## config.mk

```make
export PLATFORM = sky130hd
export DESIGN_NAME = countdown_arbiter_ctrl
export DESIGN_NICKNAME = d
export VERILOG_FILES = /design/src/rtl/countdown_arbiter_ctrl.sv
export SDC_FILE = /design/constraint.sdc
export NUM_CORES = 1
export LEC_CHECK = 0
export BUFFER_PORTS_ARGS = -buffer_cell sky130_fd_sc_hd__buf_2
export CORE_MARGIN = 4
export CORE_UTILIZATION = 25
export CTS_CLUSTER_SIZE = 25
export DETAILED_ROUTE_END_ITERATION = 10
export PLACE_DENSITY = 0.42
export SYNTH_ARGS = -nofsm -noshare
export SYNTH_HDL_FRONTEND = slang
export SYNTH_SLANG_ARGS = --single-unit
```

## constraint.sdc

```tcl
create_clock -name clock -period 2.2 [get_ports clock]
set_clock_uncertainty 0.2 [all_clocks]
set_input_delay 0.11 -clock clock [delete_from_list [all_inputs] [get_ports clock]]
set_output_delay 0.11 -clock clock [all_outputs]
set_load 0.02 [all_outputs]
```

## src/rtl/countdown_arbiter_ctrl.sv

```systemverilog
// countdown_arbiter_ctrl: arbitrates B/V level requests for a shared
// BCD countdown, paces it from a prescaler, reports done and fault.
//
// Ports:
//   clock, reset          rising-edge clock, synchronous active-high reset
//   req_b, req_v          level requests, held high for the whole service
//   error                 level fault input, beats requests
//   grant_b, grant_v      which side owns the timer
//   bcd[3:0]              current count, 0..9
//   busy, done, fault     RUN state, completion pulse, FAULT state
module countdown_arbiter_ctrl #(
  parameter int TICK_DIV  = 50_000_000,
  parameter int START_VAL = 9
) (
  input  logic       clock,
  input  logic       reset,
  input  logic       req_b,
  input  logic       req_v,
  input  logic       error,
  output logic       grant_b,
  output logic       grant_v,
  output logic [3:0] bcd,
  output logic       busy,
  output logic       done,
  output logic       fault
);

  localparam int PW = $clog2(TICK_DIV) + 1;
  localparam logic [PW-1:0] TLAST = PW'(TICK_DIV - 1);
  localparam logic [3:0] SVAL = 4'(START_VAL);

  typedef enum logic [1:0] {
    IDLE,
    RUN,
    DN,
    FLT
  } state_t;

  state_t        state;
  logic [PW-1:0] ps;
  logic          ptr_v;
  logic          side_v;
  logic          req_own;
  logic          tick;
  logic          pick_v;

  assign req_own = side_v ? req_v : req_b;
  assign tick    = (ps == TLAST);
  // V wins when it is the only requester, or both ask and V has the turn.
  assign pick_v  = req_v & (~req_b | ptr_v);

  always_ff @(posedge clock) begin
    if (reset) begin
      state   <= IDLE;
      ps      <= '0;
      ptr_v   <= 1'b0;
      side_v  <= 1'b0;
      grant_b <= 1'b0;
      grant_v <= 1'b0;
      bcd     <= 4'd0;
      busy    <= 1'b0;
      done    <= 1'b0;
      fault   <= 1'b0;
    end else if (error) begin
      state   <= FLT;
      ps      <= '0;
      grant_b <= 1'b0;
      grant_v <= 1'b0;
      bcd     <= 4'd0;
      busy    <= 1'b0;
      done    <= 1'b0;
      fault   <= 1'b1;
    end else begin
      unique case (state)
        IDLE: begin
          done  <= 1'b0;
          fault <= 1'b0;
          if (req_b | req_v) begin
            state   <= RUN;
            side_v  <= pick_v;
            grant_b <= ~pick_v;
            grant_v <= pick_v;
            busy    <= 1'b1;
            bcd     <= SVAL;
            ps      <= '0;
          end
        end
        RUN: begin
          if (!req_own) begin
            // Abandoned service: no done, pointer kept.
            state   <= IDLE;
            grant_b <= 1'b0;
            grant_v <= 1'b0;
            busy    <= 1'b0;
            bcd     <= 4'd0;
            ps      <= '0;
          end else if (tick) begin
            ps <= '0;
            if (bcd == 4'd0) begin
              state   <= DN;
              done    <= 1'b1;
              grant_b <= 1'b0;
              grant_v <= 1'b0;
              busy    <= 1'b0;
              ptr_v   <= ~side_v;
            end else begin
              bcd <= bcd - 4'd1;
            end
          end else begin
            ps <= ps + PW'(1);
          end
        end
        DN: begin
          state <= IDLE;
          done  <= 1'b0;
        end
        FLT: begin
          state <= IDLE;
          fault <= 1'b0;
        end
        default: begin
          state <= IDLE;
        end
      endcase
    end
  end

endmodule

```

==> flow_summary_export.csv, run 1 <==
group,metric,value,unit
outcome,status,"complete, no violations",
yosys,synth_xor_area_frac,0.1016,
yosys,synth.avg_cell_area,8.454,sq um
cts,clock_latency,300,ps
power_and_ir_drop,power_frac_seq,0.414,
final_layout,antennaDiodeCount,0,
yosys,synth_simple_gate_area_frac,0.3233,
timing,maxSlewViolCount,0,
floorplan,die_x,100.9,um
timing,final-hold-violation-count,0,
final_layout,drive_above_1_share,0.2871,
routing,vias,2005,
power_and_ir_drop,power,1.799,mW
cts,cts_root_buf,"clkbuf_8",
yosys,synth-compound-area-share,0.1097,
global_routing,grt_max_degree,27,
power_and_ir_drop,internal_power,1.394,mW
global_routing,grt_usage,0.1192,
timing,period_minus_slack,2113,ps
timing,relSlewSlack,0.6666,
routing,drc,0,
setup_path,slowest_delay,500,ps
cts,htree_levels,2,
yosys,synth_fa_ha_area_frac,0.03482,
routing,dr.pass1.iters,4,
placement,io_buffer_count,13,
setup_path,path_common_cell,"nor2_1",
yosys,netlist_instances,255,
cts,numCtsBuffers,5,
floorplan,start_util,0.2598,
routing,wl_met1,2.676,mm
yosys,muxShareOfSynthArea,0.01393,
setup_path,cp_max_fo,10,
setup_path,cp-end-kind,"register",
routing,wl_met3,206,um
power_and_ir_drop,p_switching,404.7,uW
yosys,yosysWarnings,0,
timing,finalCritPeriodShare,0.9603,
yosys,synth_top_family_by_area,"simple AND/OR/NAND/NOR gates",
floorplan,fp-row-count,33,
routing,drt-initial-drc-count,41,
setup_path,crit_arrival,2110,ps
routing,wl_per_cell,13.54,um
floorplan,die_area,10170,sq um
yosys,synth_cell_types,48,
timing,setup_tns,0,ps
setup_path,critPathLaunchType,"register",
yosys,synthFlopType,"dfxtp_1",
yosys,ys_ff_latch,40,
yosys,synth_edf_count,0,
hold_path,hp-class,"input port to register",
power_and_ir_drop,peakVddDrop,0.2071,mV
setup_path,crit_type,"register to register",
routing,routed-wl-met2,2.611,mm
global_routing,grt_pass1_wl,9.653,mm
floorplan,core,8299,sq um
power_and_ir_drop,p_leak,1.067,nW
power_and_ir_drop,power.density,610.6,nW/um^2
global_routing,antenna_found_initial,0,
timing,max_freq,473.3,MHz
global_routing,overflow,0,
yosys,syn_nets,266,
routing,wl,5.619,mm
power_and_ir_drop,p_comb_frac,0.116,
job,maxCapViolations,0,
power_and_ir_drop,swShare,0.2250,
routing,vias_per_cell,4.831,
routing,routed.top_layer,"met4",
yosys,synthArstFlopShare,0,
power_and_ir_drop,pwr-share-clk,0.470,
floorplan,pin_count,14,
timing,timing.hold.ws,8.128,ps
cts,cts_tree,"done",
cts,clk_path_buf_depth,2,
placement,hpwl,4.120,mm
cts,clock_sinks,40,
cts,clkTransAtPathRegs,90,ps
placement,gp_congestion,0.8521,
yosys,ys_seq_area_frac,0.3714,
final_layout,fillCellCount,864,
setup_path,cp_data_required_time,2200,ps
final_layout,syn2layout_area_growth,36.68,%
global_routing,grt_pass1_vias,1998,
final_layout,nNetsFinal,320,
timing,setup_violations,0,
routing,ant_nets,0,
setup_path,cp_slowest_cell,"or4b_4",
setup_path,path_cells,"buf_4 -> ha_2 -> nor2_1 -> or4b_4 -> buf_12 -> nor4_4 -> xnor2_1 -> nor2_1",
floorplan,die_h,100.9,um
yosys,syn_area,2156,sq um
timing,worst_pin_slew,486.2,ps
## power groups by stage
stage,clock [mW],combinational (mW),sequential [mW]
CTS,0.874,0.205,0.744
finish,0.846,0.208,0.744
detailed placement,0,0.199,0.761
floorplan,0,0.0980,0.772
global placement,0,0.200,0.760
global route,0.910,0.230,0.746
## cells by family (layout without fill, tap and decap cells)
group	count (synthesis)	count (layout)
buffers and inverters	21	76
xor gates and xnor gates	25	25
and+or+nand+nor	126	126
DFF	40	40
AOI/OAI and AO/OA	34	34
adders and majority gates	6	6
muxes	3	3
## what timing repair did
item | 4_1_cts | 5_1_grt
gates resized for setup | 1 | 26
endpoints found under the setup margin | 1 | 24
hold buffers | 3 | 0
buffers inserted | 0 | 2
hold endpoints to repair | 6 | 0
pin swaps | 0 | 3
## through the flow
step / utilization / cell area (sq um) / setup slack (ps) / cells
CTS: 0.3359 / 2788 / 1.668 / 413
detailed placement: 0.3128 / 2596 / 9.227 / 402
floorplan: - / 2158 / 37.57 / 255
finish: 0.3550 / 2947 / 87.29 / 415
global route: 0.3550 / 2947 / -4.839 / 415
global placement: 0.3128 / 2596 / -2.770 / 402
## cell usage after synthesis (4+ instances only)
cell	number	area, sq um
o21ai_0	7	35.03
nor2_1	43	161.4
dfxtp_1	40	800.8
nand4_1	6	37.54
a21oi_1	5	25.02
inv_1	13	48.80
nand3_1	10	50.05
nor4_1	11	68.82
o21a_1	4	30.03
and3_1	5	31.28
nand2_1	18	67.56
nor3_1	8	40.04
ha_1	6	75.07
and4_1	4	35.03
xnor2_1	23	201.4
## area by class of cell
type                            count  area, sq um  share of cell area
Timing Repair Buffer               55        412.9              0.1401
Multi-Input combinational cell    194         1391              0.4722
Inverter                           13        48.80             0.01656
Tap cell                          105        131.4             0.04459
Sequential cell                    40        803.3              0.2726
Clock inverter                      3        90.09             0.03057
Clock buffer                        5        68.82             0.02335
## worst max-delay path: cells and delay by family, from the launching register on
kind          cells  cell delay (ps)
simple gates      4              790
buf+inv           2              270
xor+xnor          1              150
flops             1              330
fa+ha+maj         1              260
## final timing paths
path,from,end,slack [ps],cells past startpoint
min reg2reg,busy$_SDFFE_PP0P_,busy$_SDFFE_PP0P_,260,1
min,req_b,side_v$_SDFFE_PP0P_,8,4
max reg2reg,state[0]$_SDFFE_PP0P_,ps[21]$_SDFFE_PP0P_,90,8
max,state[0]$_SDFFE_PP0P_,ps[21]$_SDFFE_PP0P_,90,8
## metal layers
metal	global-route usage	vias to the layer above
met5	0	-
met4	0.04145	0
met3	0.03460	15
met2	0.1949	28
met1	0.1491	954
li1	-	1008
## layout by cell type (no fill, tap or decap), types with 4 or more instances in the layout
cell,Yosys,final
inv_1,13,13
nor2_1,43,43
buf_2,3,13
o21ai_0,7,6
clkbuf_8,0,5
buf_4,0,37
xnor2_1,23,23
nor4_2,3,6
dfxtp_1,40,38
nor4_4,1,4
nor3_1,8,4
nand4_1,6,6
and3_1,5,4
nand3_1,10,10
nand2_1,18,18
o21a_1,4,4
nor3_2,1,5
and4_1,4,4
a21oi_1,5,5
nor4_1,11,5
ha_1,6,4
## state kept, by name (all words and copies together) (netlist names)
| name | flops |
|---|---|
| ptr_v | 1 |
| state | 2 |
| busy | 1 |
| ps | 27 |
| grant_v | 1 |
| grant_b | 1 |
| done | 1 |
| bcd | 4 |
| fault | 1 |
| side_v | 1 |
Note: power is estimated with default switching activity, not from simulation.
==> run 2: changes to the inputs <==
- PLACE_DENSITY: 0.42 -> 0.41
- clock period: 2.2 -> 2 ns (I/O delays scaled with it)
==> run 2 against run 1 <==
Routed wire length rose by 11%. Critical endpoint is now ps[23]$_SDFFE_PP0P_. The flow now finishes with violations (negative setup slack). Clock-buffer cell count rose by 1. Worst hold slack improved by 24 ps. Combinational power rose by 33%. Largest cell class unchanged. Critical path type unchanged. Maximum frequency rose by 2.3%. Critical path depth did not move. Via count rose by 4.9%.
==> flow_summary_export.csv, run 2 (synthesized netlist as in run 1, its figures left out) <==
group,metric,value,unit
global_routing,grt_pass1_wl,9.825,mm
final_layout,top_register,"ps",
cts,htree_levels,2,
global_routing,grt_max_degree,27,
setup_path,cp_slowest_cell,"or4b_4",
power_and_ir_drop,peakVddDrop,0.3456,mV
placement,io_buffer_count,13,
final_layout,reg_top3,"ps x27, bcd x4, state x2",
timing,worst_pin_slew,342.7,ps
cts,clkTransAtPathRegs,90,ps
final_layout,drive_above_1_share,0.4024,
timing,final-hold-violation-count,0,
setup_path,cp_data_required_time,2000,ps
final_layout,fillCellCount,850,
setup_path,rrSetupSlack,-70,ps
job,maxCapViolations,0,
outcome,status,"finished with violations",
outcome,violations,"negative setup slack",
setup_path,slowest_delay,530,ps
cts,clock_sinks,40,
timing,setup_ws,-65.54,ps
cts,cts_tree,"done",
timing,finalCritPeriodShare,1.033,
setup_path,cp_max_fo,10,
routing,vias_per_cell,4.749,
setup_path,crit_type,"register to register",
floorplan,fp-row-count,33,
power_and_ir_drop,power.density,543.2,nW/um^2
final_layout,antennaDiodeCount,0,
global_routing,grt_pass1_vias,2030,
global_routing,grt_usage,0.1219,
routing,wl,6.225,mm
power_and_ir_drop,p_leak,1.223,nW
final_layout,syn2layout_area_growth,51.36,%
cts,clk_path_buf_depth,2,
timing,relSlewSlack,0.7650,
placement,dp_slack,-80.80,ps
global_routing,antenna_found_initial,0,
timing,maxSlewViolCount,0,
timing,setup_tns,-290.0,ps
floorplan,die_area,10170,sq um
cts,numCtsBuffers,5,
timing,setup_violations,9,
final_layout,layout_commonest_cell,"buf_4",
routing,dr.pass1.iters,4,
floorplan,die_h,100.9,um
floorplan,start_util,0.2598,
floorplan,core,8299,sq um
global_routing,overflow,0,
timing,rsz0062_at_grt,"true",
routing,drc,0,
final_layout,mostFrequentLayoutCells,"59 x buf_4, 38 x nor2_1, 35 x dfxtp_1",
setup_path,cp-end-kind,"register",
setup_path,worst-path-buf-inv,2,
floorplan,die_x,100.9,um
cts,clock_latency,300,ps
routing,wl_per_cell,14.05,um
routing,ant_nets,0,
setup_path,path_cells,"inv_2 -> ha_4 -> nor3b_4 -> or4b_4 -> buf_12 -> nor4_4 -> xnor2_1 -> nor2_1",
hold_path,hp-class,"input port to register",
setup_path,critPathLaunchType,"register",
cts,cts_root_buf,"clkbuf_8",
setup_path,crit_arrival,2060,ps
routing,drt-initial-drc-count,41,
final_layout,nNetsFinal,348,
timing,max_freq,484.1,MHz
routing,vias,2104,
placement,hpwl,4.258,mm
final_layout,largest_reg_flops,27,
timing,period_minus_slack,2066,ps
floorplan,pin_count,14,
placement,gp_congestion,0.7950,
setup_path,path_delay_family,"simple AND/OR/NAND/NOR gates",
==> run 2: where the power goes <==
group	switching [mW]	total, mW	internal, mW
clock	0.305	0.676	0.371
combinational	0.146	0.276	0.131
sequential	0.00964	0.820	0.811
total	0.460	1.77	1.31
==> run 2: worst paths after layout <==
check                        startpoint                     to  cells after the start
hold reg to reg       busy$_SDFFE_PP0P_      busy$_SDFFE_PP0P_                      1
setup reg to reg  state[0]$_SDFFE_PP0P_    ps[23]$_SDFFE_PP0P_                      8
hold / removal                    req_b  state[0]$_SDFFE_PP0P_                      3
setup / recovery  state[0]$_SDFFE_PP0P_    ps[23]$_SDFFE_PP0P_                      8
==> run 2: repair_timing <==
| action | CTS | global route |
|---|---|---|
| endpoints found under the hold margin | 6 | 0 |
| setup buffers | 0 | 5 |
| resized for setup | 11 | 38 |
| cloned | 0 | 3 |
| pin swaps | 1 | 13 |
| setup endpoints to repair | 20 | 37 |
| hold buffers | 4 | 0 |
==> run 2: cell type report <==
cell class	instances	area, sq um	share of cell area
multi-input cells	194	1496	0.4586
flip-flops and latches	40	807.0	0.2473
repair buffers	83	671.9	0.2059
well taps	105	131.4	0.04026
clock buffers	6	72.57	0.02224
inverters	13	48.80	0.01495
clock inverters	2	35.03	0.01074
==> run 2: worst reg2reg max path, cell delays in order, from the launching register on <==
cell     delay (ps)
dfxtp_2         350
inv_2            50
ha_4            160
nor3b_4         150
or4b_4          530
buf_12          170
nor4_4          140
xnor2_1         150
nor2_1           60
==> run 2: per-layer routing <==
metal	share of wire	vias up	global-route usage
met1	0.48	1009	0.1605
met3	0.027	8	0.02353
met2	0.48	21	0.1980
met4	0.013	0	0.04352
li1	-	1066	-
met5	0	-	0
==> run 2: per-stage QoR <==
stage / power [mW] / instance area (sq um) / util / std cells / hold WS (ps)
global route: 1.854 / 3263 / 0.3932 / 443 / 98.93
global placement: 1.064 / 2808 / 0.3383 / 423 / 185.5
floorplan: 0.9611 / 2212 / - / 255 / -38.35
finish: 1.772 / 3263 / 0.3932 / 443 / 31.73
CTS: 1.754 / 3008 / 0.3624 / 435 / 15.16
detailed placement: 1.065 / 2808 / 0.3383 / 423 / 183.0
==> run 3: changes to the inputs <==
- PLACE_DENSITY: 0.41 -> default
- clock period: 2 -> 2.65 ns (I/O delays scaled with it)
==> run 3 against run 2 <==
The run now ends clean. Die area did not move. Cell area is 25% lower. First-iteration DRC count is 95% higher. Sequential share of layout area grew 8.1 points. Setup slack improved by 210 ps. Global-route usage fell by 2.1 points. Combinational power down 53%. Sequential cell count unchanged. Routed wire length is 23% lower. Non-clock buffer count shrank 64. Sequential power decreased by 24%.
==> flow_summary_export.csv, run 3 (synthesized netlist as in run 1, its figures left out) <==
group,metric,value,unit
final_layout,utilization,0.2941,
timing,worst_pin_slew,528.3,ps
timing,setup_tns,0,ps
placement,dp_slack,255.0,ps
timing,setup_ws,148.0,ps
timing,finalCritPeriodShare,0.9441,
final_layout,largest_reg_flops,27,
setup_path,crit_type,"register to register",
final_layout,reg_top3,"ps x27, bcd x4, state x2",
outcome,status,"complete, no violations",
timing,setup_violations,0,
floorplan,start_util,0.2598,
cts,clock_sinks,40,
routing,wl,4.799,mm
floorplan,die_h,100.9,um
power_and_ir_drop,p_leak,0.7906,nW
global_routing,overflow,0,
final_layout,mostFrequentLayoutCells,"43 x nor2_1, 40 x dfxtp_1, 23 x xnor2_1",
global_routing,grt_max_degree,27,
floorplan,pin_count,14,
cts,clock_latency,300,ps
global_routing,grt_pass1_vias,1866,
timing,max_freq,399.7,MHz
cts,clk_path_buf_depth,2,
routing,vias,1843,
cts,htree_levels,2,
placement,gp_congestion,0.8162,
cts,cts_root_buf,"clkbuf_8",
global_routing,antenna_found_initial,0,
floorplan,fp-row-count,33,
setup_path,cp_max_fo,5,
routing,vias_per_cell,4.876,
final_layout,top_register,"ps",
final_layout,drive_above_1_share,0.1245,
power_and_ir_drop,power.density,467.3,nW/um^2
setup_path,crit_arrival,2490,ps
timing,final-hold-violation-count,0,
final_layout,fillCellCount,890,
final_layout,multiInputGateArea,1265,sq um
routing,drt-initial-drc-count,80,
routing,drc,0,
global_routing,grt_usage,0.1005,
job,maxCapViolations,0,
timing,maxSlewViolCount,0,
final_layout,antennaDiodeCount,0,
setup_path,critPathLaunchType,"register",
hold_path,hp-class,"input port to register",
floorplan,core,8299,sq um
setup_path,cp_data_required_time,2640,ps
timing,relSlewSlack,0.6378,
floorplan,die_area,10170,sq um
global_routing,grt_pass1_wl,8.342,mm
routing,ant_nets,0,
final_layout,syn2layout_area_growth,13.23,%
timing,period_minus_slack,2502,ps
cts,cts_tree,"done",
cts,clkTransAtPathRegs,80,ps
placement,hpwl,3.423,mm
final_layout,seq_area,800.8,sq um
power_and_ir_drop,peakVddDrop,0.1614,mV
floorplan,die_x,100.9,um
cts,cts_setup_buffers,0,
routing,wl_per_cell,12.70,um
final_layout,nNetsFinal,284,
timing,rsz0062_at_grt,"false",
cts,numCtsBuffers,5,
setup_path,cp-end-kind,"register",
placement,io_buffer_count,13,
final_layout,layout_commonest_cell,"nor2_1",
power_and_ir_drop,power,1.141,mW
routing,dr.pass1.iters,4,
[run 3: final cells by class]
class	instances	area share
inverters	13	0.01999
clock buffers	6	0.02973
well taps	105	0.05382
flip-flops and latches	40	0.3280
multi-input cells	194	0.5182
clock inverters	1	0.002050
repair buffers	19	0.04818
[run 3: timing repair]
item / 4_1_cts / 5_1_grt
resized for setup: 0 / 2
hold buffers: 3 / 0
endpoints found under the setup margin: 0 / 1
hold endpoints to repair: 5 / 0
[run 3: where the power goes]
group | internal (mW) | total [mW] | switching [mW]
combinational | 0.0466 | 0.129 | 0.0820
clock | 0.179 | 0.391 | 0.211
sequential | 0.611 | 0.622 | 0.0104
total | 0.837 | 1.14 | 0.304
[run 3: critical path, cell delays in order (launching register included)]
cell and delay (ps):
dfxtp_1 420, ha_1 250, and3_2 270, nand4_1 220, o21a_1 230, o21ai_0 160
a21oi_1 90, dlygate4sd3_1 560
[run 3: path summary, 6_finish.rpt]
check	startpoint	end	slack [ps]	cells past startpoint
worst min register to register	busy$_SDFFE_PP0P_	busy$_SDFFE_PP0P_	270	1
worst min-delay path	req_v	grant_b$_SDFFE_PP0P_	20	3
worst max register to register	ps[0]$_SDFFE_PP0P_	state[1]$_SDFFE_PP0P_	150	7
worst max-delay path	ps[0]$_SDFFE_PP0P_	state[1]$_SDFFE_PP0P_	150	7
[run 3: per-stage QoR]
stage	instances	instance area, sq um	hold slack, ps
5_1_grt	378	2441	39.46
6_report	378	2441	22.73
3_5_place_dp	368	2326	216.0
2_1_floorplan	255	2156	1.566
3_3_place_gp	368	2326	203.7
4_1_cts	378	2434	21.16
[run 3: layer usage]
layer	wire [um]	GRT usage
met3	172	0.02907
met2	2151	0.1686
met1	2412	0.1238
met5	0	0
met4	63	0.03109
